### config.mk
export PLATFORM = sky130hd
export DESIGN_NAME = gate_vec_seq
export DESIGN_NICKNAME = d
export VERILOG_FILES = /design/src/rtl/gate_vec_seq.sv
export SDC_FILE = /design/constraint.sdc
export NUM_CORES = 1
export LEC_CHECK = 0
export BUFFER_PORTS_ARGS = -buffer_cell sky130_fd_sc_hd__buf_2
export CORE_MARGIN = 8
export CORE_UTILIZATION = 55
export CTS_CLUSTER_DIAMETER = 30
export CTS_CLUSTER_SIZE = 14
export DETAILED_ROUTE_END_ITERATION = 6
export GPL_TIMING_DRIVEN = 1
export PLACE_DENSITY = 0.85
export SYNTH_ARGS = -nofsm -noshare
export SYNTH_HDL_FRONTEND = slang
export SYNTH_SLANG_ARGS = --single-unit
### constraint.sdc
create_clock -name clk -period 1.7 [get_ports clk]
set_input_delay 0.17 -clock clk [delete_from_list [all_inputs] [get_ports clk]]
set_output_delay 0.17 -clock clk [all_outputs]
set_load 0.01 [all_outputs]
### src/rtl/gate_vec_seq.sv
// Stimulus sequencer for the four-input gate network: walks all 16 vectors,
// holds each HOLD_CYCLES clocks and captures e into a response word.
module gate_vec_seq #(
    parameter int          HOLD_CYCLES = 4,
    parameter logic [15:0] EXPECTED    = 16'hEFFF
) (
    input  logic        clk,
    input  logic        rst_n,
    input  logic        start,
    input  logic        e_in,
    output logic        a,
    output logic        b,
    output logic        c,
    output logic        d,
    output logic [3:0]  vec_idx,
    output logic        busy,
    output logic        done,
    output logic [15:0] result,
    output logic        pass
);

    localparam int HW = (HOLD_CYCLES > 1) ? $clog2(HOLD_CYCLES) : 1;
    localparam logic [HW-1:0] HOLD_LAST = HW'(HOLD_CYCLES - 1);

    typedef enum logic {
        IDLE,
        DRIVE
    } state_t;

    state_t         state, state_n;
    logic [3:0]     vec_q, vec_n;
    logic [3:0]     abcd_q, abcd_n;
    logic [HW-1:0]  hold_q, hold_n;
    logic           busy_n, done_n, pass_n;
    logic [15:0]    result_n;

    always_ff @(posedge clk or negedge rst_n) begin
        if (!rst_n) begin
            state  <= IDLE;
            vec_q  <= '0;
            abcd_q <= '0;
            hold_q <= '0;
            busy   <= 1'b0;
            done   <= 1'b0;
            result <= '0;
            pass   <= 1'b0;
        end else begin
            state  <= state_n;
            vec_q  <= vec_n;
            abcd_q <= abcd_n;
            hold_q <= hold_n;
            busy   <= busy_n;
            done   <= done_n;
            result <= result_n;
            pass   <= pass_n;
        end
    end

    always_comb begin
        state_n  = state;
        vec_n    = vec_q;
        abcd_n   = abcd_q;
        hold_n   = hold_q;
        busy_n   = busy;
        done_n   = 1'b0;
        result_n = result;
        pass_n   = pass;
        unique case (state)
            IDLE: begin
                abcd_n = '0;
                if (start) begin
                    state_n  = DRIVE;
                    busy_n   = 1'b1;
                    vec_n    = '0;
                    hold_n   = '0;
                    result_n = '0;
                    pass_n   = 1'b0;
                end
            end
            DRIVE: begin
                hold_n = hold_q + 1'b1;
                if (hold_q == HOLD_LAST) begin
                    // e is combinational from the registered a..d, so it is
                    // already settled for the current vector
                    result_n[vec_q] = e_in;
                    hold_n = '0;
                    if (vec_q != 4'd15) begin
                        vec_n  = vec_q + 4'd1;
                        abcd_n = vec_q + 4'd1;
                    end else begin
                        state_n = IDLE;
                        busy_n  = 1'b0;
                        done_n  = 1'b1;
                        pass_n  = ({e_in, result[14:0]} == EXPECTED);
                        vec_n   = '0;
                        abcd_n  = '0;
                    end
                end
            end
            default: state_n = IDLE;
        endcase
    end

    assign a       = abcd_q[3];
    assign b       = abcd_q[2];
    assign c       = abcd_q[1];
    assign d       = abcd_q[0];
    assign vec_idx = vec_q;

endmodule

==> flow_summary_export.csv <==
group,metric,value,unit
yosys,synth-main-ff-cell,"dfrtp_1",
route,routed_via_density,5.845,
min_path,hold_end,"result[15]$_DFFE_PN0P_",
route,avgRoutedWirePerCell,16.33,um
route,drc,0,
sta,tightest_slew,0.6566,ns
sta,setup_violations,0,
route,antenna_left,0,
yosys,yosysTopAreaCell,"dfrtp_1",
layout,num-fill-cells,245,
yosys,synth_nets,172,
die,core,2978,sq um
sta,hold_violations,0,
die,start_util,56.13,%
yosys,synthDistinctLibCells,40,
grt,grt_usage,16.08,%
die,fp.dieH,71.13,um
power_and_ir_drop,vdd_ir_drop_max,0.0009535,V
setup_path,end_kind,"flop",
layout,diodes,0,
setup_path,worstRegToRegCells,4,
grt,grt_overflow,0,
min_path,hold_class,"input port to flop",
yosys,synth_enable_flop_cells,0,
sta,tns,0,ns
die,dieArea,5059,sq um
setup_path,crit_arrival,1.80,ns
sta,drv_slew,0,
setup_path,critPathKind,"flop to flop",
run_status,status,"completed",
yosys,yosysWarnings,0,
yosys,synth_area_leaders,"dfrtp_1 45%, o22ai_1 4.9%, a21oi_2 4.7%",
setup_path,cp_num_buf_inv,0,
yosys,ys_ff_latch,30,
clock_tree,cts_setup_buffers,0,
die,num_rows,20,
setup_path,cp_max_fo,7,
setup_path,crit_path_cell_trace,"ha_1, nand4b_1, mux2_1, a22o_1",
setup_path,cpMaxStageDelayCell,"dfrtp_1",
power_and_ir_drop,power_leakage,0.0008707,uW
setup_path,cp.required,1.92,ns
route,wirelength,3789,um
yosys,ys_seq_area_share,44.91,%
place,dp.final_hpwl,2769,um
power_and_ir_drop,p_per_area,1817,nW/um^2
setup_path,start_kind,"flop",
flow_run,cap_violations,0,
grt,grt_max_degree,31,
clock_tree,cts_tree,"built",
min_path,hold_depth,3,
clock_tree,cts_made_buffers,5,
sta,max_freq,632.3,MHz
yosys,yosysTopAreaCellShare,44.91,%
yosys,syn_area,1672,sq um
die,die_w,71.13,um
grt,grt_pass1_wl,6389,um
place,gp_congestion,0.8352,
clock_tree,cts_resized,0,
sta,rsz0062_at_grt,"no",
grt,antenna_found_initial,0,
power_and_ir_drop,total_power,3477,uW
clock_tree,root_buffer,"clkbuf_4",
die,io_pins,31,
setup_path,worstReg2RegEnd,"result[7]$_DFFE_PN0P_",
route,vias,1356,
route,firstDrtPassIters,4,
yosys,async_flop_share,100.0,%
setup_path,reg2reg_from,"vec_idx[1]$_DFFE_PN0P_",
clock_tree,clockBufferDepth,2,
setup_path,critPathTopFamily,"flip-flops",
layout,drive_gt1_share,29.15,%
grt,grt_pass1_vias,1337,
yosys,avgSynthCellArea,10.26,sq um
place,io_buffers,30,
setup_path,reg2reg_slack,0.12,ns
sta,fin_crit,1.582,ns
clock_tree,insertion_delay,0.33,ns
layout,mostFrequentLayoutCells,"30 x dfrtp_1, 30 x buf_2, 17 x inv_1, 13 x o22ai_1, 11 x nand2_1",
clock_tree,clock-sinks,30,
layout,synthToLayoutAreaGrowth,14.45,%
sta,fin_skew,0.01064,ns
yosys,synthCells,163,
setup_path,slowest_delay,0.46,ns
layout,fin_nets,208,
clock_tree,cts-htree-levels,2,
route,first_iter_violations,82,
min_path,hold_path_startpoint,"e_in",
sta,max_slew_margin,56.22,%
clock_tree,cts.clk_slew.worst_paths,0.09,ns
sta,finalCritPeriodShare,93.04,%
## registers in the layout (all words and copies together) (netlist names)
signal / count
abcd_q: 4
busy: 1
done: 1
hold_q: 2
pass: 1
result: 16
state: 1
vec_idx: 4
## worst max-delay path by stage
stage / cells after the start / from / endpoint / slack, ns
after global placement: 4 / vec_idx[1]$_DFFE_PN0P_ / result[7]$_DFFE_PN0P_ / 0.23
after floorplan: 5 / vec_idx[0]$_DFFE_PN0P_ / result[7]$_DFFE_PN0P_ / 0.16
after global routing: 4 / vec_idx[1]$_DFFE_PN0P_ / result[7]$_DFFE_PN0P_ / 0.04
after CTS: 4 / vec_idx[1]$_DFFE_PN0P_ / result[7]$_DFFE_PN0P_ / 0.12
final: 4 / vec_idx[1]$_DFFE_PN0P_ / result[7]$_DFFE_PN0P_ / 0.12
after detailed placement: 4 / vec_idx[1]$_DFFE_PN0P_ / result[7]$_DFFE_PN0P_ / 0.14
## routing by layer
layer | track usage [%] | routed length [um]
met1 | 19.14 | 1653
met3 | 5.367 | 179
met5 | 0 | 0
met2 | 25.44 | 1903
met4 | 7.621 | 53
## cell families (layout without fill, tap and decap cells)
group	Yosys count	count (layout)	share of synthesized area [%]
compound gates	45	45	19.01
simple gates	47	47	18.26
buf+inv	27	63	8.458
xor+xnor	1	1	0.5240
flops	30	30	44.91
fa+ha+maj	5	5	3.743
mux	8	8	5.090
## tightest hold or removal path, cell delays in order
cell and delay (ns):
buf_2 0.13, inv_1 0.06, mux2i_1 0.08
## cells in the mapped netlist (4+ instances only)
master,n
dfrtp_1,30
nand3b_1,8
mux2i_1,6
inv_1,17
o22ai_1,13
a21oi_2,9
or3b_1,4
ha_1,5
nand2b_1,4
nand2_1,11
a21oi_1,7
buf_4,6
## report_power, final
part           internal [uW]  total, uW  switching [uW]
combinational            769       1750             980
clock                    156        393             237
sequential              1030       1330             308
## area by class of cell
| cell class | count | area [sq um] | area share [%] |
|---|---|---|---|
| Timing Repair Buffer | 39 | 232.7 | 12.16 |
| Clock buffer | 7 | 45.04 | 2.354 |
| Tap cell | 33 | 41.29 | 2.158 |
| Multi-Input combinational cell | 106 | 779.5 | 40.75 |
| Sequential cell | 30 | 750.7 | 39.24 |
| Inverter | 17 | 63.81 | 3.336 |
## per-stage QoR
| step | std cells | setup slack [ns] | hold WS (ns) | util (%) | instance area, sq um |
|---|---|---|---|---|---|
| 2_1_floorplan | 163 | 0.1577 | -0.1256 | - | 1672 |
| 3_3_place_gp | 224 | 0.2347 | 0.2268 | 62.40 | 1858 |
| 3_5_place_dp | 224 | 0.1403 | 0.2489 | 62.40 | 1858 |
| 4_1_cts | 232 | 0.1164 | 0.1460 | 64.24 | 1913 |
| 5_1_grt | 232 | 0.03637 | 0.1405 | 64.24 | 1913 |
| 6_report | 232 | 0.1184 | 0.1568 | 64.24 | 1913 |
## repair_timing
item,CTS,global route
setup endpoints to repair,0,0
hold endpoints to repair,30,0
hold buffers,1,0
Power figures use the tool's default switching activity.
